<file path="config.mk">
export PLATFORM = sky130hd
export DESIGN_NAME = servo_pwm_sched
export DESIGN_NICKNAME = d
export VERILOG_FILES = /design/src/rtl/servo_pkg.sv /design/src/rtl/servo_pwm_chan.sv /design/src/rtl/servo_pwm_sched.sv
export SDC_FILE = /design/constraint.sdc
export NUM_CORES = 1
export LEC_CHECK = 0
export BUFFER_PORTS_ARGS = -buffer_cell sky130_fd_sc_hd__buf_4
export CORE_MARGIN = 4
export CORE_UTILIZATION = 27
export CTS_CLUSTER_DIAMETER = 150
export DETAILED_ROUTE_END_ITERATION = 10
export PLACE_DENSITY_LB_ADDON = 0.12
export SLEW_MARGIN = 0
export SYNTH_ARGS = -nofsm -noshare
export SYNTH_HDL_FRONTEND = slang
export SYNTH_SLANG_ARGS = --single-unit
</file>
<file path="constraint.sdc">
create_clock -name FAB_CLK -period 4.25 [get_ports FAB_CLK]
set_input_delay 0.2125 -clock FAB_CLK [delete_from_list [all_inputs] [get_ports FAB_CLK]]
set_output_delay 0.2125 -clock FAB_CLK [all_outputs]
set_load 0.05 [all_outputs]
</file>
<file path="src/rtl/servo_pkg.sv">
// Shared constants, channel state type and width clamp for the servo PWM scheduler.
// The watchdog (SERVO_WDOG_EN) uses WDOG_FRAMES / WDOG_W from here.
package servo_pkg;

  localparam int PRESCALE_DEF   = 40;
  localparam int FRAME_US_DEF   = 20000;
  localparam int MIN_US_DEF     = 1000;
  localparam int MAX_US_DEF     = 2000;
  localparam int NEUTRAL_US_DEF = 1500;
  localparam int WDOG_FRAMES    = 25;
  localparam int CMD_W          = 11;
  localparam int WDOG_W         = $clog2(WDOG_FRAMES + 1);

  typedef logic [CMD_W-1:0] width_t;

  typedef enum logic [1:0] {
    NEUTRAL = 2'd0,
    RUN     = 2'd1,
    TRIPPED = 2'd2
  } chan_state_t;

  function automatic width_t clamp_width(input width_t w, input width_t lo, input width_t hi);
    width_t r;
    r = w;
    if (w < lo) begin
      r = lo;
    end else if (w > hi) begin
      r = hi;
    end
    return r;
  endfunction

endpackage

</file>
<file path="src/rtl/servo_pwm_chan.sv">
// One servo channel: pending/active width registers, channel state machine, compare.
// Command watchdog and TRIPPED state exist only when SERVO_WDOG_EN is defined.
module servo_pwm_chan
  import servo_pkg::*;
#(
  parameter int FRAME_W    = 15,
  parameter int MIN_US     = MIN_US_DEF,
  parameter int MAX_US     = MAX_US_DEF,
  parameter int NEUTRAL_US = NEUTRAL_US_DEF
) (
  input  logic               clk,
  input  logic               rst_n,
  input  logic               enable,
  input  logic               boundary,
  input  logic               cmd_acc,
  input  logic [CMD_W-1:0]   cmd_width,
  input  logic [FRAME_W-1:0] frame_cnt,
  output logic               pending_full,
  output logic               servo,
  output logic               wdog_trip
);

  localparam width_t MIN_W     = width_t'(MIN_US);
  localparam width_t MAX_W     = width_t'(MAX_US);
  localparam width_t NEUTRAL_W = width_t'(NEUTRAL_US);

  chan_state_t state_q, state_d;
  width_t      pending_q, pending_d;
  width_t      active_q, active_d;
  logic        pending_full_q, pending_full_d;
  logic        servo_q, servo_d;
  logic        latch;
  logic        wdog_expire;

  // A boundary consumes whatever was pending before this cycle's accept.
  assign latch = boundary && pending_full_q;

`ifdef SERVO_WDOG_EN
  logic [WDOG_W-1:0] wdog_cnt_q, wdog_cnt_d;

  assign wdog_expire = boundary && !pending_full_q && (state_q == RUN) &&
                       (wdog_cnt_q == WDOG_W'(WDOG_FRAMES - 1));

  always_comb begin
    wdog_cnt_d = wdog_cnt_q;
    if (latch || (state_q != RUN)) begin
      wdog_cnt_d = '0;
    end else if (boundary) begin
      wdog_cnt_d = wdog_cnt_q + WDOG_W'(1);
    end
  end

  always_ff @(posedge clk or negedge rst_n) begin
    if (!rst_n) begin
      wdog_cnt_q <= '0;
    end else begin
      wdog_cnt_q <= wdog_cnt_d;
    end
  end
`else
  assign wdog_expire = 1'b0;
`endif

  always_ff @(posedge clk or negedge rst_n) begin
    if (!rst_n) begin
      state_q <= NEUTRAL;
    end else begin
      state_q <= state_d;
    end
  end

  always_comb begin
    state_d = state_q;
    case (state_q)
      NEUTRAL: if (latch)       state_d = RUN;
      RUN:     if (wdog_expire) state_d = TRIPPED;
      TRIPPED: if (latch)       state_d = RUN;
      default:                  state_d = NEUTRAL;
    endcase
  end

  always_comb begin
    servo_d   = enable && (32'(frame_cnt) < 32'(active_q));
    wdog_trip = (state_q == TRIPPED);
  end

  always_comb begin
    pending_d      = pending_q;
    pending_full_d = pending_full_q;
    active_d       = active_q;
    if (latch) begin
      active_d       = pending_q;
      pending_full_d = 1'b0;
    end else if (wdog_expire) begin
      active_d = NEUTRAL_W;
    end
    if (cmd_acc) begin
      pending_d      = clamp_width(cmd_width, MIN_W, MAX_W);
      pending_full_d = 1'b1;
    end
  end

  always_ff @(posedge clk or negedge rst_n) begin
    if (!rst_n) begin
      pending_q      <= '0;
      pending_full_q <= 1'b0;
      active_q       <= NEUTRAL_W;
      servo_q        <= 1'b0;
    end else begin
      pending_q      <= pending_d;
      pending_full_q <= pending_full_d;
      active_q       <= active_d;
      servo_q        <= servo_d;
    end
  end

  assign pending_full = pending_full_q;
  assign servo        = servo_q;

endmodule

</file>
<file path="src/rtl/servo_pwm_sched.sv">
// Two-channel servo PWM scheduler: shared µs/frame timebase plus two double-buffered channels.
// Define SERVO_WDOG_EN to enable the per-channel command watchdog.
module servo_pwm_sched
  import servo_pkg::*;
#(
  parameter int PRESCALE   = PRESCALE_DEF,
  parameter int FRAME_US   = FRAME_US_DEF,
  parameter int MIN_US     = MIN_US_DEF,
  parameter int MAX_US     = MAX_US_DEF,
  parameter int NEUTRAL_US = NEUTRAL_US_DEF
) (
  input  logic             FAB_CLK,
  input  logic             MSS_RESET_N,
  input  logic             enable,
  input  logic             cmd_valid,
  output logic             cmd_ready,
  input  logic             cmd_chan,
  input  logic [CMD_W-1:0] cmd_width,
  output logic             SERVO_0,
  output logic             SERVO_1,
  output logic             frame_start,
  output logic [1:0]       wdog_trip
);

  localparam int TICK_W  = (PRESCALE > 1) ? $clog2(PRESCALE) : 1;
  localparam int FRAME_W = (FRAME_US > 1) ? $clog2(FRAME_US) : 1;

  logic [TICK_W-1:0]  tick_cnt_q, tick_cnt_d;
  logic [FRAME_W-1:0] frame_cnt_q, frame_cnt_d;
  logic               frame_start_q, frame_start_d;
  logic               tick;
  logic               boundary;
  logic [1:0]         pending_full;
  logic [1:0]         servo;
  logic [1:0]         cmd_acc;

  assign tick     = enable && (tick_cnt_q == TICK_W'(PRESCALE - 1));
  assign boundary = tick && (frame_cnt_q == FRAME_W'(FRAME_US - 1));

  // Disabled timebase sits at 0 so pulses restart cleanly at frame_cnt 0.
  always_comb begin
    tick_cnt_d    = tick_cnt_q;
    frame_cnt_d   = frame_cnt_q;
    frame_start_d = boundary;
    if (!enable) begin
      tick_cnt_d  = '0;
      frame_cnt_d = '0;
    end else if (tick) begin
      tick_cnt_d  = '0;
      frame_cnt_d = boundary ? '0 : frame_cnt_q + FRAME_W'(1);
    end else begin
      tick_cnt_d  = tick_cnt_q + TICK_W'(1);
    end
  end

  always_ff @(posedge FAB_CLK or negedge MSS_RESET_N) begin
    if (!MSS_RESET_N) begin
      tick_cnt_q    <= '0;
      frame_cnt_q   <= '0;
      frame_start_q <= 1'b0;
    end else begin
      tick_cnt_q    <= tick_cnt_d;
      frame_cnt_q   <= frame_cnt_d;
      frame_start_q <= frame_start_d;
    end
  end

  assign cmd_ready = !pending_full[cmd_chan];

  for (genvar gi = 0; gi < 2; gi++) begin : g_chan
    assign cmd_acc[gi] = cmd_valid && cmd_ready && (cmd_chan == 1'(gi));

    servo_pwm_chan #(
      .FRAME_W    (FRAME_W),
      .MIN_US     (MIN_US),
      .MAX_US     (MAX_US),
      .NEUTRAL_US (NEUTRAL_US)
    ) u_chan (
      .clk          (FAB_CLK),
      .rst_n        (MSS_RESET_N),
      .enable       (enable),
      .boundary     (boundary),
      .cmd_acc      (cmd_acc[gi]),
      .cmd_width    (cmd_width),
      .frame_cnt    (frame_cnt_q),
      .pending_full (pending_full[gi]),
      .servo        (servo[gi]),
      .wdog_trip    (wdog_trip[gi])
    );
  end

  assign SERVO_0     = servo[0];
  assign SERVO_1     = servo[1];
  assign frame_start = frame_start_q;

endmodule
</file>
==> results of run 1 <==
==> Yosys cell counts, types with 3 or more instances <==
cell,instances
clkbuf_1,5
and2_1,8
nor2_1,25
ha_1,22
a31oi_1,3
and3_1,4
inv_1,26
nand4_1,6
a22o_1,8
nor3_1,4
mux2i_1,4
o21ai_0,25
nand2_1,36
buf_6,4
dfrtp_1,56
nand3_1,11
dfstp_2,14
xor2_1,3
mux2_2,22
a21o_1,4
xnor2_1,3
a21oi_1,15
or3_1,4
==> registers in the layout, indices dropped and copies added, names as in the netlist <==
name,cells
g_chan.u_chan.active_q,22
g_chan.u_chan.pending_full,2
g_chan.u_chan.pending_q,22
frame_start,1
g_chan.u_chan.servo,2
frame_cnt_q,15
tick_cnt_q,6
==> placed cells by master, fill, tap and decap left out, types with 8 or more instances in the layout <==
cell type and instances:
o21ai_0 25, dfstp_2 14, mux2_2 22, buf_4 19, nand2_1 36, nand3_1 11, a22o_1 8, and2_1 8
dfrtp_1 56, ha_1 22, nor2_1 25, clkbuf_16 9, a21oi_1 15, inv_1 26
==> logic make-up after synthesis <==
| kind of cell | synth area share [%] |
|---|---|
| AND/OR/NAND/NOR | 15.3 |
| flip-flops | 50.0 |
| adder cells (fa/ha/maj) | 7.77 |
| XOR/XNOR | 1.48 |
| buffers and inverters | 5.26 |
| AO/OA/AOI/OAI | 12.0 |
| multiplexers | 8.13 |
| other | 0.106 |
==> layer usage <==
layer  up-vias  track usage, %
li1       1228               -
met1      1178            16.0
met2        28            17.9
met3         2            3.27
met4         0            3.57
met5         -               0
==> through the flow <==
stage | setup WS, ns | total power, mW | cells
floorplan | 2.34 | 0.885 | 344
global placement | 1.95 | 0.958 | 522
detailed placement | 1.88 | 0.962 | 522
CTS | 1.87 | 1.73 | 538
global route | 1.68 | 1.80 | 538
finish | 1.84 | 1.70 | 538
==> area by class of cell <==
cell class / instances / area (sq um) / area share (%)
sequential: 70 / 1770 / 43.1
timing repair buffer: 19 / 143 / 3.47
clock buffer: 13 / 250 / 6.09
clock inverter: 3 / 45.0 / 1.10
tap: 172 / 215 / 5.24
inverter: 26 / 97.6 / 2.38
multi-input combinational: 235 / 1590 / 38.7
==> path summary, 6_finish.rpt <==
check / startpoint / endpoint / cells after the start
max: frame_cnt_q[0] / g_chan[0].u_chan.active_q[0] / 6
min: MSS_RESET_N / tick_cnt_q[2] / 1
max reg2reg: frame_cnt_q[0] / g_chan[0].u_chan.active_q[0] / 6
min reg2reg: tick_cnt_q[0] / tick_cnt_q[0] / 1
max in group asynchronous: MSS_RESET_N / frame_cnt_q[9] / 1
min in group FAB_CLK: cmd_width[0] / g_chan[0].u_chan.pending_q[0] / 2
==> where the power goes <==
| part | switching, mW | internal (mW) |
|---|---|---|
| Sequential | 0.0625 | 0.755 |
| Clock | 0.279 | 0.471 |
| Combinational | 0.0752 | 0.0546 |
| Total | 0.417 | 1.28 |
==> results.py, run 1 <==
metrics = {
    "worst_setup_path": {
        "cp_slowest_cell": "and2_1",
        "path_cells": "ha_1 -> and4_4 -> inv_1 -> nor3_1 -> and2_1 -> mux2_2",
        "arrival_ns": 2.62,
        "reg2reg_slack_ns": 1.84,
        "crit_buf_inv": 1,
        "cp_max_fo": 11,
        "cpLargestDelayFamily": "simple AND/OR/NAND/NOR gates",
        "worst_ep_required_time_ns": 4.46,
        "end_kind": "register",
        "start_kind": "register",
        "worst-setup-path-type": "reg2reg",
        "slowest_delay_ns": 0.51,
    },
    "cells_and_area": {
        "finish.utilization_pct": 32.3,
        "fill_cells": 1366,
        "n_antenna_cell": 0,
        "nNetsFinal": 399,
        "stdcell_area_sq_mm": 0.00411,
        "drive_gt1_share_pct": 19.9,
        "area_growth_pct": 16.0,
    },
    "clock_tree": {
        "h-tree-depth": 3,
        "clock_sinks": 70,
        "cts-root-buf": "clkbuf_16",
        "cts_setup_buffers": 0,
        "clk_latency_ns": 0.33,
        "cts-resized-gates": 0,
        "cts_hold_buf": 0,
        "clk_pin_slew_ns": 0.06,
        "cts_buffers": 9,
        "clockBufferDepth": 2,
        "cts_tree": "built",
    },
    "sta": {
        "fmax_mhz": 416,
        "report.final.slew_viol_count": 0,
        "tns_ns": 0,
        "worst_slew_pin_slew_ns": 0.910,
        "timing.final.crit_share_pct": 56.6,
        "rsz0062_at_grt": "no",
        "layout_min_cycle_time_ns": 2.41,
        "clock_skew_ns": 0.00828,
        "slew-limit-headroom_pct": 39.3,
        "hold_violations": 12,
        "hold_slack_ns": -0.0147,
        "setup_viol": 0,
    },
    "placement": {
        "io_buffers": 19,
        "dpl_cell_area_sq_mm": 0.00381,
        "hpwl_mm": 5.69,
        "routabilityCongestion": 0.784,
    },
    "run_status": {
        "status": "complete, but fails checks",
        "violations": "hold timing",
    },
    "logic_synthesis": {
        "syn_inst": 343,
        "ys_types": 44,
        "synth_edf_count": 0,
        "synth-seq-cells": 70,
        "synth_seq_area_share_pct": 50.0,
        "synth_area_per_cell_sq_um": 10.3,
        "yosys.area.top_type": "dfrtp_1",
        "async_flop_share_pct": 100,
        "dominantRegCellSynth": "dfrtp_1",
        "ys_top_cells_by_area": "dfrtp_1 40%, dfstp_2 10%, ha_1 7.8%",
        "yosys_warnings": 0,
        "netlist.area_leader.share_pct": 39.6,
        "synth_area_sq_mm": 0.00354,
    },
    "routing": {
        "wl_met1_mm": 4.09,
        "highest_layer": "met4",
        "drc": 0,
        "vias_per_cell": 4.53,
        "drt_iter0_drc": 137,
        "wl_met3_um": 169,
        "antenna_left": 0,
        "wl_per_cell_um": 14.7,
        "dr.pass1.iters": 5,
        "num_vias": 2436,
        "dr_wl_met2_mm": 3.63,
        "finalWirelength_mm": 7.92,
    },
    "flow_run": {
        "maxCapViolCount": 0,
    },
    "global_route": {
        "grt_max_degree": 71,
        "grt_pass1_vias": 2577,
        "grt_pass1_wl_mm": 13.4,
        "grt_usage_pct": 11.7,
        "antenna_found_initial": 0,
        "grt_overflow_total": 0,
    },
    "floorplanning": {
        "die_w_um": 123,
        "fp.dieH_um": 123,
        "rows": 41,
        "dieArea_sq_mm": 0.0150,
        "core_sq_mm": 0.0127,
        "pin_count": 22,
        "start_util_pct": 27.8,
    },
    "hold_path": {
        "hold_path.class": "in2async",
    },
    "power": {
        "pwr_density_cell_mw_per_mm2": 413,
        "cellLeakagePower_nw": 1.85,
        "ir_drop_mv": 0.216,
    },
}
Note: power is estimated with default switching activity, not from simulation.
==> inputs of run 2 (changes only) <==
- ABC_AREA: unset -> 1
- clock period: 4.25 -> 2.1 ns (I/O delays scaled with it)
==> run 2 against run 1 <==
Effect of this change: the run now ends clean; wire length is 11% higher; non-clock buffer count is 9 higher; clock skew is 0.0010 ns lower; cell count is 25% higher; worst hold slack better by 0.033 ns; utilization hardly changed; largest power group unchanged; highest routed layer unchanged.
==> results.py, run 2 <==
metrics = {
    "logic_synthesis": {
        "yosys.area.top_type": "dfrtp_1",
        "ys_top_cells_by_area": "dfrtp_1 37%, nand2_1 12%, dfstp_2 9.7%",
        "synth_area_sq_mm": 0.00380,
        "ys_types": 30,
        "syn_inst": 460,
        "synth_seq_area_share_pct": 46.6,
        "netlist.area_leader.share_pct": 36.9,
        "synth-seq-cells": 70,
        "dominantRegCellSynth": "dfrtp_1",
        "synth_area_per_cell_sq_um": 8.25,
        "synth_most_common_cell": "nand2_1",
        "async_flop_share_pct": 100,
        "yosys-top-cells-count": "123 x nand2_1, 70 x inv_1, 56 x dfrtp_1",
        "synth_edf_count": 0,
        "yosys_warnings": 0,
    },
    "clock_tree": {
        "clk_pin_slew_ns": 0.06,
        "clk_latency_ns": 0.34,
        "cts_setup_buffers": 0,
        "cts_tree": "built",
        "clockBufferDepth": 2,
        "h-tree-depth": 3,
        "cts-resized-gates": 0,
        "cts_hold_buf": 1,
        "clock_sinks": 70,
        "cts-root-buf": "clkbuf_16",
        "cts_buffers": 9,
    },
    "global_route": {
        "grt_usage_pct": 11.8,
        "antenna_found_initial": 0,
        "grt_pass1_wl_mm": 15.0,
        "grt_max_degree": 43,
        "grt_pass1_vias": 2902,
        "grt_overflow_total": 0,
    },
    "sta": {
        "hold_slack_ns": 0.0179,
        "rsz0062_at_grt": "no",
        "slew-limit-headroom_pct": 61.3,
        "report.final.slew_viol_count": 0,
        "timing.final.crit_share_pct": 87.1,
        "setup_viol": 0,
        "clock_skew_ns": 0.00728,
        "hold_violations": 0,
        "layout_min_cycle_time_ns": 1.83,
        "fmax_mhz": 547,
        "tns_ns": 0,
        "worst_slew_pin_slew_ns": 0.580,
    },
    "worst_setup_path": {
        "reg2regPathDepth": 8,
        "worst-setup-path-type": "reg2reg",
        "start_kind": "register",
        "path_cells": "ha_1 -> nand2_2 -> nor2_4 -> nand2_2 -> nor2_4 -> nand3_4 -> nand2_1 -> o21ai_2",
        "cp_max_fo": 22,
        "rr_endpoint": "g_chan[0].u_chan.active_q[5]",
        "cpLargestDelayFamily": "simple AND/OR/NAND/NOR gates",
        "end_kind": "register",
        "r2r-start": "frame_cnt_q[1]",
        "cp_slowest_cell": "dfrtp_1",
        "slowest_delay_ns": 0.42,
        "worst_ep_required_time_ns": 2.32,
        "reg2reg_slack_ns": 0.27,
        "cp.depth": 8,
        "cp-startpoint": "frame_cnt_q[1]",
        "arrival_ns": 2.05,
        "crit_buf_inv": 0,
        "endpoint": "g_chan[0].u_chan.active_q[5]",
    },
    "routing": {
        "antenna_left": 0,
        "drc": 0,
        "drt_iter0_drc": 134,
        "num_vias": 2912,
        "wl_per_cell_um": 13.0,
        "vias_per_cell": 4.31,
        "dr.pass1.iters": 4,
        "finalWirelength_mm": 8.77,
    },
    "power": {
        "ir_drop_mv": 0.431,
        "power_mw": 3.25,
        "pwr_density_cell_mw_per_mm2": 727,
        "cellLeakagePower_nw": 2.03,
    },
    "cells_and_area": {
        "final_common_cell": "nand2_1",
        "area_growth_pct": 17.7,
        "layout_common_cells": "123 x nand2_1, 70 x inv_1, 56 x dfrtp_1",
        "finish.utilization_pct": 32.3,
        "n_antenna_cell": 0,
        "final_cells": 675,
        "nNetsFinal": 528,
        "top_regs": "g_chan.u_chan.active_q (22), g_chan.u_chan.pending_q (22), frame_cnt_q (15)",
        "drive_gt1_share_pct": 18.0,
    },
    "placement": {
        "io_buffers": 19,
        "dp_cells": 658,
        "routabilityCongestion": 0.788,
        "hpwl_mm": 6.59,
    },
    "floorplanning": {
        "fp.dieH_um": 127,
        "start_util_pct": 27.5,
        "pin_count": 22,
        "core_sq_mm": 0.0138,
        "rows": 43,
        "die_w_um": 127,
        "dieArea_sq_mm": 0.0160,
    },
    "hold_path": {
        "holdPathStages": 3,
        "hold_path.class": "in2reg",
    },
    "run_status": {
        "status": "complete, no violations",
    },
    "flow_run": {
        "maxCapViolCount": 0,
    },
}
-- run 2: report_power, final --
| part | internal, mW | switching [mW] | leakage [nW] |
|---|---|---|---|
| registers | 1.45 | 0.0413 | 0.867 |
| logic | 0.0849 | 0.183 | 1.02 |
| clock network | 0.898 | 0.591 | 0.145 |
-- run 2: final cells by class --
cell class	instances	area [sq um]
Clock buffer	12	267
Clock inverter	4	30.0
Fill cell	1454	9360
Inverter	72	270
Multi-Input combinational cell	309	1680
Sequential cell	70	1770
Tap cell	180	225
Timing Repair Buffer	28	225
-- run 2: stage by stage --
stage               worst slack (ns)  instance area, sq um
CTS                            0.263                  4470
detailed placement             0.281                  4160
global placement               0.322                  4160
global route                   0.126                  4470
floorplan                      0.470                  3800
finish                         0.272                  4470
-- run 2: cell families (layout without fill, tap and decap cells) --
family,count (synthesis),count (layout),synth area share [%]
buffers and inverters,82,116,9.16
adders and majority gates,22,22,7.25
and+or+nand+nor,200,200,22.7
AOI/OAI and AO/OA,79,79,12.8
other,1,2,0.0988
xor gates and xnor gates,6,6,1.38
DFF,70,70,46.6
-- run 2: worst min path at each step --
stage | start | to | slack, ns
after CTS | cmd_width[10] | g_chan[0].u_chan.pending_q[10] | 0.01
after global placement | MSS_RESET_N | frame_cnt_q[5] | 0.16
after floorplan | MSS_RESET_N | frame_cnt_q[0] | -0.19
after detailed placement | MSS_RESET_N | frame_cnt_q[11] | 0.16
final | cmd_width[10] | g_chan[0].u_chan.pending_q[10] | 0.02
after global routing | cmd_width[10] | g_chan[1].u_chan.pending_q[10] | 0.05
-- run 2: metal layers --
| layer | vias to the layer above | share of wire, % | track usage (%) |
|---|---|---|---|
| met4 | 0 | 1.3 | 4.16 |
| met1 | 1347 | 49 | 16.1 |
| met3 | 8 | 3.6 | 3.16 |
| met2 | 39 | 46 | 18.2 |
| met5 | - | 0 | 0 |
| li1 | 1518 | - | - |
-- run 2: worst min-delay path, cell delays in order --
cell and delay [ns]:
buf_4 0.11, nand2_1 0.05, o21ai_0 0.06
